[config.mk]
export PLATFORM = sky130hd
export DESIGN_NAME = opqueue_sequencer_flat
export DESIGN_NICKNAME = d
export VERILOG_FILES = /design/src/rtl/opqueue_sequencer_pkg.sv /design/src/rtl/opqueue_sequencer_if.sv /design/src/rtl/opqueue_seq_rr_arbiter.sv /design/src/rtl/opqueue_sequencer.sv /design/src/flat_wrapper.sv
export SDC_FILE = /design/constraint.sdc
export NUM_CORES = 1
export LEC_CHECK = 0
export ABC_AREA = 1
export BUFFER_PORTS_ARGS = -buffer_cell sky130_fd_sc_hd__buf_2
export CAP_MARGIN = 40
export CORE_MARGIN = 5
export CORE_UTILIZATION = 48
export CTS_CLUSTER_DIAMETER = 30
export DETAILED_ROUTE_END_ITERATION = 10
export GPL_TIMING_DRIVEN = 0
export PLACE_DENSITY = 0.84
export SYNTH_ARGS = -nofsm -noshare
export SYNTH_HDL_FRONTEND = slang
export SYNTH_SLANG_ARGS = --single-unit
[constraint.sdc]
create_clock -name clk_i -period 2.73 [get_ports clk_i]
set_input_delay 0.6825 -clock clk_i [delete_from_list [all_inputs] [get_ports clk_i]]
set_output_delay 0.6825 -clock clk_i [all_outputs]
set_load 0.05 [all_outputs]
[src/rtl/opqueue_sequencer_pkg.sv]
// Shared types and helpers for the lane operand-queue issue sequencer.
// Contents:
//   VlWidth / WordsWidth  vector-length width and word-counter width
//   opq_cmd_t             command pushed into the operand queue {vl, eew, conv}
//   opq_seq_state_e       sequencer FSM states
//   opq_words()           VRF words needed for vl elements of a given EEW
package opqueue_sequencer_pkg;

    localparam int VlWidth    = 16;
    localparam int WordsWidth = VlWidth + 4;

    typedef struct packed {
        logic [VlWidth-1:0] vl;
        logic [1:0]         eew;
        logic [3:0]         conv;
    } opq_cmd_t;

    typedef enum logic {
        IDLE,
        ISSUE
    } opq_seq_state_e;

    // Bytes = vl << eew, rounded up to whole 64-bit words. The four extra bits
    // hold vl*8+7 without overflow, so the full vl range is safe.
    function automatic logic [WordsWidth-1:0] opq_words(input logic [VlWidth-1:0] vl,
                                                        input logic [1:0]         eew);
        logic [WordsWidth-1:0] bytes;
        bytes = {4'b0000, vl} << eew;
        return (bytes + WordsWidth'(7)) >> 3;
    endfunction

endpackage

[src/rtl/opqueue_sequencer_if.sv]
// Handshake bundle between requesters, the operand queue, the VRF and the
// sequencer.
//   master : sequencer side (accepts requests, pushes commands, issues reads)
//   slave  : environment side (requesters, operand queue, VRF)
// Request fields are packed per requester: index i occupies slice
// [i*W +: W] of the corresponding vector.
interface opqueue_sequencer_if #(
    parameter int NrRequesters = 2,
    parameter int AddrWidth    = 10
);
    import opqueue_sequencer_pkg::*;

    logic [NrRequesters-1:0]           req_valid_i;
    logic [NrRequesters-1:0]           req_ready_o;
    logic [NrRequesters*VlWidth-1:0]   req_vl_i;
    logic [NrRequesters*2-1:0]         req_eew_i;
    logic [NrRequesters*4-1:0]         req_conv_i;
    logic [NrRequesters*AddrWidth-1:0] req_addr_i;

    opq_cmd_t                          opq_cmd_o;
    logic                              opq_cmd_valid_o;
    logic                              opq_cmd_pop_i;
    logic                              opq_ready_i;

    logic                              vrf_req_o;
    logic [AddrWidth-1:0]              vrf_addr_o;
    logic                              vrf_gnt_i;

    modport master (
        input  req_valid_i, req_vl_i, req_eew_i, req_conv_i, req_addr_i,
        input  opq_cmd_pop_i, opq_ready_i, vrf_gnt_i,
        output req_ready_o, opq_cmd_o, opq_cmd_valid_o, vrf_req_o, vrf_addr_o
    );

    modport slave (
        output req_valid_i, req_vl_i, req_eew_i, req_conv_i, req_addr_i,
        output opq_cmd_pop_i, opq_ready_i, vrf_gnt_i,
        input  req_ready_o, opq_cmd_o, opq_cmd_valid_o, vrf_req_o, vrf_addr_o
    );

endinterface

[src/rtl/opqueue_seq_rr_arbiter.sv]
// Round-robin picker for the operand sequencer.
// Ports:
//   clk_i, rst_ni  clock, asynchronous active-low reset
//   valid_i        per-requester request valid
//   en_i           arbitration allowed this cycle
//   gnt_o          one-hot grant (all zero when en_i is low or nothing valid)
//   any_o          a grant was issued
// The pointer moves to winner+1 only when a grant is actually issued.
module opqueue_seq_rr_arbiter #(
    parameter int N = 2
) (
    input  logic         clk_i,
    input  logic         rst_ni,
    input  logic [N-1:0] valid_i,
    input  logic         en_i,
    output logic [N-1:0] gnt_o,
    output logic         any_o
);
    localparam int PtrW = (N > 1) ? $clog2(N) : 1;

    logic [PtrW-1:0] ptr_q, ptr_d;
    logic [PtrW-1:0] win;
    logic [PtrW-1:0] idx;
    logic            found;

    always_comb begin
        win   = '0;
        idx   = '0;
        found = 1'b0;
        for (int off = 0; off < N; off++) begin
            idx = PtrW'((int'(ptr_q) + off) % N);
            if (!found && valid_i[idx]) begin
                found = 1'b1;
                win   = idx;
            end
        end
        any_o = en_i & found;
        gnt_o = '0;
        for (int i = 0; i < N; i++) begin
            gnt_o[i] = any_o && (win == PtrW'(i));
        end
        ptr_d = ptr_q;
        if (any_o) begin
            ptr_d = (int'(win) == N - 1) ? '0 : win + 1'b1;
        end
    end

    always_ff @(posedge clk_i or negedge rst_ni) begin
        if (!rst_ni) begin
            ptr_q <= '0;
        end else begin
            ptr_q <= ptr_d;
        end
    end

endmodule

[src/rtl/opqueue_sequencer.sv]
// Issue-side controller for one lane operand queue.
// Arbitrates operand-read requests round-robin, pushes the winner's
// conversion command into the operand queue, then issues one VRF word read
// per cycle, gated by queue credit (opq_ready_i) and VRF grant.
// Command-buffer occupancy is tracked so the queue never overflows.
// Ports:
//   clk_i, rst_ni     clock, asynchronous active-low reset
//   bus (master)      requests, queue command/credit, VRF read handshake
//   operand_issued_o  a VRF read completed this cycle (queue credit consumed)
//   busy_o            a stream is being issued
// Configuration:
//   OPQ_SEQ_BACK2BACK_EN  when defined, arbitration also runs in the cycle the
//                         final word is granted, removing the idle bubble
//                         between streams.
// State table:
//   IDLE  | waiting for an eligible request
//   ISSUE | reading the latched stream from the VRF, one word per grant
module opqueue_sequencer
    import opqueue_sequencer_pkg::*;
#(
    parameter int NrRequesters = 2,
    parameter int CmdBufDepth  = 2,
    parameter int AddrWidth    = 10
) (
    input  logic                clk_i,
    input  logic                rst_ni,
    opqueue_sequencer_if.master bus,
    output logic                operand_issued_o,
    output logic                busy_o
);
    localparam int CredW = $clog2(CmdBufDepth + 1);

    opq_seq_state_e          state_q, state_d;
    logic [WordsWidth-1:0]   words_q, words_d;
    logic [AddrWidth-1:0]    addr_q, addr_d;
    logic [CredW-1:0]        credits_q, credits_d;

    logic [NrRequesters-1:0] gnt;
    logic                    arb_en, accept, push, fire, last_word, credit_ok, in_issue;
    logic [VlWidth-1:0]      sel_vl;
    logic [1:0]              sel_eew;
    logic [3:0]              sel_conv;
    logic [AddrWidth-1:0]    sel_addr;

    assign in_issue  = (state_q == ISSUE);
    assign credit_ok = credits_q < CredW'(CmdBufDepth);
    assign fire      = bus.vrf_req_o & bus.vrf_gnt_i;
    assign last_word = fire & (words_q == WordsWidth'(1));

    // rst_ni gates arbitration so no accept is signalled while held in reset.
`ifdef OPQ_SEQ_BACK2BACK_EN
    assign arb_en = rst_ni & credit_ok & (~in_issue | last_word);
`else
    assign arb_en = rst_ni & credit_ok & ~in_issue;
`endif

    opqueue_seq_rr_arbiter #(.N(NrRequesters)) u_arb (
        .clk_i   (clk_i),
        .rst_ni  (rst_ni),
        .valid_i (bus.req_valid_i),
        .en_i    (arb_en),
        .gnt_o   (gnt),
        .any_o   (accept)
    );

    always_comb begin
        sel_vl   = '0;
        sel_eew  = '0;
        sel_conv = '0;
        sel_addr = '0;
        for (int i = 0; i < NrRequesters; i++) begin
            if (gnt[i]) begin
                sel_vl   = bus.req_vl_i[i*VlWidth +: VlWidth];
                sel_eew  = bus.req_eew_i[i*2 +: 2];
                sel_conv = bus.req_conv_i[i*4 +: 4];
                sel_addr = bus.req_addr_i[i*AddrWidth +: AddrWidth];
            end
        end
    end

    // A zero-length request is accepted and dropped: no push, no credit.
    assign push = accept & (sel_vl != '0);

    assign bus.req_ready_o     = gnt;
    assign bus.opq_cmd_valid_o = push;
    assign bus.opq_cmd_o       = push ? '{vl: sel_vl, eew: sel_eew, conv: sel_conv} : '0;
    assign bus.vrf_req_o       = in_issue & bus.opq_ready_i;
    assign bus.vrf_addr_o      = addr_q;
    assign operand_issued_o    = fire;
    assign busy_o              = in_issue;

    always_comb begin
        state_d = state_q;
        words_d = words_q;
        addr_d  = addr_q;
        if (fire) begin
            words_d = words_q - 1'b1;
            addr_d  = addr_q + 1'b1;
        end
        if (last_word) begin
            state_d = IDLE;
        end
        // A new accept overrides the completion of the previous stream.
        if (push) begin
            state_d = ISSUE;
            words_d = opq_words(sel_vl, sel_eew);
            addr_d  = sel_addr;
        end

        credits_d = credits_q;
        case ({push, bus.opq_cmd_pop_i})
            2'b10:   credits_d = credits_q + 1'b1;
            2'b01:   if (credits_q != '0) credits_d = credits_q - 1'b1;
            default: credits_d = credits_q;
        endcase
    end

    always_ff @(posedge clk_i or negedge rst_ni) begin
        if (!rst_ni) begin
            state_q   <= IDLE;
            words_q   <= '0;
            addr_q    <= '0;
            credits_q <= '0;
        end else begin
            state_q   <= state_d;
            words_q   <= words_d;
            addr_q    <= addr_d;
            credits_q <= credits_d;
        end
    end

    always_ff @(posedge clk_i) begin
        if (rst_ni) begin
            assert ($onehot0(bus.req_ready_o));
            assert (!(bus.vrf_req_o && !bus.opq_ready_i));
            assert (!(bus.opq_cmd_valid_o && credits_q == CredW'(CmdBufDepth)));
            assert (!(bus.opq_cmd_pop_i && credits_q == '0));
        end
    end

endmodule

[src/flat_wrapper.sv]
// flat-port wrapper written by rule: the top's interface ports become plain ports
module opqueue_sequencer_flat import opqueue_sequencer_pkg::*;
#(
    parameter int NrRequesters = 2,
    parameter int CmdBufDepth  = 2,
    parameter int AddrWidth    = 10
)
  (clk_i, rst_ni, operand_issued_o, busy_o, bus_req_valid_i, bus_req_vl_i, bus_req_eew_i, bus_req_conv_i, bus_req_addr_i, bus_opq_cmd_pop_i, bus_opq_ready_i, bus_vrf_gnt_i, bus_req_ready_o, bus_opq_cmd_o, bus_opq_cmd_valid_o, bus_vrf_req_o, bus_vrf_addr_o);
  opqueue_sequencer_if #(.NrRequesters(NrRequesters), .AddrWidth(AddrWidth)) bus_i ();
  input  logic clk_i;
  input  logic rst_ni;
  output logic operand_issued_o;
  output logic busy_o;
  input wire logic [$bits(bus_i.req_valid_i)-1:0] bus_req_valid_i;
  input wire logic [$bits(bus_i.req_vl_i)-1:0] bus_req_vl_i;
  input wire logic [$bits(bus_i.req_eew_i)-1:0] bus_req_eew_i;
  input wire logic [$bits(bus_i.req_conv_i)-1:0] bus_req_conv_i;
  input wire logic [$bits(bus_i.req_addr_i)-1:0] bus_req_addr_i;
  input wire logic [$bits(bus_i.opq_cmd_pop_i)-1:0] bus_opq_cmd_pop_i;
  input wire logic [$bits(bus_i.opq_ready_i)-1:0] bus_opq_ready_i;
  input wire logic [$bits(bus_i.vrf_gnt_i)-1:0] bus_vrf_gnt_i;
  output wire logic [$bits(bus_i.req_ready_o)-1:0] bus_req_ready_o;
  output wire logic [$bits(bus_i.opq_cmd_o)-1:0] bus_opq_cmd_o;
  output wire logic [$bits(bus_i.opq_cmd_valid_o)-1:0] bus_opq_cmd_valid_o;
  output wire logic [$bits(bus_i.vrf_req_o)-1:0] bus_vrf_req_o;
  output wire logic [$bits(bus_i.vrf_addr_o)-1:0] bus_vrf_addr_o;
  assign bus_i.req_valid_i = bus_req_valid_i;
  assign bus_i.req_vl_i = bus_req_vl_i;
  assign bus_i.req_eew_i = bus_req_eew_i;
  assign bus_i.req_conv_i = bus_req_conv_i;
  assign bus_i.req_addr_i = bus_req_addr_i;
  assign bus_i.opq_cmd_pop_i = bus_opq_cmd_pop_i;
  assign bus_i.opq_ready_i = bus_opq_ready_i;
  assign bus_i.vrf_gnt_i = bus_vrf_gnt_i;
  assign bus_req_ready_o = bus_i.req_ready_o;
  assign bus_opq_cmd_o = bus_i.opq_cmd_o;
  assign bus_opq_cmd_valid_o = bus_i.opq_cmd_valid_o;
  assign bus_vrf_req_o = bus_i.vrf_req_o;
  assign bus_vrf_addr_o = bus_i.vrf_addr_o;
  opqueue_sequencer #(.NrRequesters(NrRequesters), .CmdBufDepth(CmdBufDepth), .AddrWidth(AddrWidth)) u_core (.clk_i(clk_i), .rst_ni(rst_ni), .bus(bus_i), .operand_issued_o(operand_issued_o), .busy_o(busy_o));
endmodule
==> results_dict.tcl <==
set metrics [dict create \
    start_util_pct 49.5 \
    synth-edff-count 0 \
    setup_violations 8 \
    yosysUniqueCellTypes 43 \
    ctsHoldBuffers 0 \
    timing.final.crit_share_pct 113 \
    synth_seq_area_share_pct 23.6 \
    ant_nets 0 \
    slew_headroom_pct 58.9 \
    core_area_um2 7290 \
    grt_max_degree 19 \
    synthArstFlopShare_pct 100 \
    startpoint_type "primary input" \
    area_growth_pct 43.0 \
    power_mw 1.75 \
    avgSynthCellArea_um2 6.01 \
    gp_congestion 0.967 \
    drv_slew 0 \
    final_common_cell "nand2_1" \
    max_freq_mhz 323 \
    powerDensity_nw_per_um2 340 \
    instances_no_fill 855 \
    irDropWorstVdd_uv 250 \
    worst-endpoint-arrival_ns 2.41 \
    clockBufferDepth 2 \
    worstSetupPathType "in -> out" \
    p_leak_nw 2.56 \
    tritoncts "done" \
    finalHoldViolCount 0 \
    grt-ovfl-total 0 \
    drt_iter0_drc 416 \
    die_h_um 96.7 \
    antenna_found_initial 0 \
    synth_area_um2 3610 \
    wl_per_cell_um 15.9 \
    cts_buffers 5 \
    cts.clk_slew.worst_paths_ns 0.07 \
    clock_skew_ns 0.00612 \
    synth-seq-cells 34 \
    hold_class "in -> async" \
    outcome "finished with violations" \
    final_cell_area_um2 5160 \
    period_needed_ns 3.10 \
    synth_fp_nets 675 \
    fin_tns_setup_ns -2.47 \
    dieArea_um2 9360 \
    pre_cts_slack_ns -1.38 \
    dpl.hpwl_um 9350 \
    h-tree-depth 2 \
    grt_pass1_vias 4572 \
    nNetsFinal 829 \
    violations "setup timing" \
    cp_data_required_time_ns 2.05 \
    most-common-layout-cells "nand2_1 (175), buf_2 (102), nand3_1 (74), inv_1 (51), nor2_1 (46)" \
    dp_cells 808 \
    root_buffer "clkbuf_8" \
    post_dp_cell_area_um2 4440 \
    maxCapViolCount 0 \
    antenna_cells 0 \
    port_buffers 108 \
    rows 31 \
    die_x_um 96.7 \
    grt_pass1_wl_um 20900 \
    first_pass_iters 5 \
    endpoint_kind "output pin" \
    critPathMaxFanout 10 \
    cts.sinks 34 \
    pin_count 109 \
    synth_ff_type "dfrtp_1" \
    gr-usage-all-layers_pct 26.2 \
    synthCells 601 \
    synth-warning-count 0 \
    drc 0 \
    fin_ws_ns -0.367 \
    clock_latency_ns 0.29 \
    layout-drive-gt1-share_pct 35.2 \
    vias 4702 \
    rsz0062_at_grt "true" \
    drt_wl_total_um 13600 \
    via_per_inst 5.50 \
    worstMarginPinSlew_ns 0.611 \
]
==> power breakdown <==
group / total, mW / internal, mW / switching (mW)
registers: 0.733 / 0.610 / 0.124
logic: 0.627 / 0.235 / 0.392
clock network: 0.394 / 0.204 / 0.190
==> Yosys cell counts (6+ instances only) <==
master	instances	share of area (%)
a21oi_1	12	1.7
a22o_1	6	1.5
buf_2	8	1.1
dfrtp_1	34	24
inv_1	53	5.5
inv_2	8	0.83
nand2_1	200	21
nand2_2	7	1.2
nand3_1	78	11
nand4_1	9	1.6
nor2_1	62	6.4
nor3_1	8	1.1
o21ai_0	25	3.5
o21ai_1	10	1.4
xnor2_1	7	1.7
xor2_1	15	3.6
==> logic make-up after synthesis <==
kind of cell             after synthesis  share of synthesized area [%]
AND/OR/NAND/NOR                      391                           48.2
adder cells (fa/ha/maj)                3                           1.04
XOR/XNOR                              22                           5.34
buffers and inverters                 83                           10.3
AO/OA/AOI/OAI                         68                           11.6
flip-flops                            34                           23.6
==> worst paths after layout <==
check | startpoint | to | slack [ns] | depth (start not counted)
min in group clk_i | u_core.bus.vrf_addr_o[9] | u_core.bus.vrf_addr_o[9] | 0.56 | 2
min reg2reg | u_core.bus.vrf_addr_o[9] | u_core.bus.vrf_addr_o[9] | 0.56 | 2
min | rst_ni | u_core.words_q[5] | 0.17 | 1
max reg2reg | u_core.credits_q[1] | u_core.words_q[10] | 0.15 | 18
max | bus_req_valid_i[1] | bus_opq_cmd_valid_o | -0.37 | 13
max in group asynchronous | rst_ni | u_core.credits_q[0] | 2.28 | 1
==> repair_timing <==
| item | in CTS | in global routing |
|---|---|---|
| setup endpoints to repair | 58 | 19 |
| pin swaps | 20 | 14 |
| gates cloned | 3 | 0 |
| gates resized for setup | 51 | 41 |
| setup buffers | 19 | 18 |
==> worst max-delay path, cell delays in order <==
cell      delay [ns]
clkbuf_4        0.15
o21ai_4         0.08
buf_6           0.14
buf_6           0.14
nand3_1         0.10
nand2_2         0.08
nor2_2          0.12
nand4_1         0.13
nor2_2          0.21
nand2_4         0.12
buf_4           0.16
buf_8           0.13
buf_8           0.15
==> flip-flops by register name (all words and copies together), names as in the netlist <==
| register | count |
|---|---|
| u_core.busy_o | 1 |
| u_core.u_arb.ptr_q | 1 |
| u_core.words_q | 20 |
| u_core.credits_q | 2 |
| u_core.bus.vrf_addr_o | 10 |
==> layout make-up <==
class / instances / area [um2]
Sequential cell: 34 / 852
Multi-Input combinational cell: 484 / 2680
Inverter: 63 / 253
Clock inverter: 1 / 5.00
Timing Repair Buffer: 148 / 992
Buffer: 19 / 171
Tap cell: 99 / 124
Fill cell: 594 / 2130
Clock buffer: 7 / 86.3
==> through the flow <==
step / util [%] / hold slack (ns)
finish: 70.8 / 0.172
global route: 70.8 / 0.166
CTS: 67.1 / 0.190
detailed placement: 60.9 / 0.547
global placement: 60.9 / 0.521
floorplan: - / 0.387
==> routing by layer <==
layer / up-vias / wire length [um] / GRT usage [%]
li1: 2265 / - / -
met1: 2088 / 5010 / 30.2
met2: 281 / 6740 / 47.3
met3: 68 / 1140 / 3.74
met4: 0 / 676 / 12.3
met5: - / 0 / 0
No activity file was read; power rests on OpenSTA's default activity.
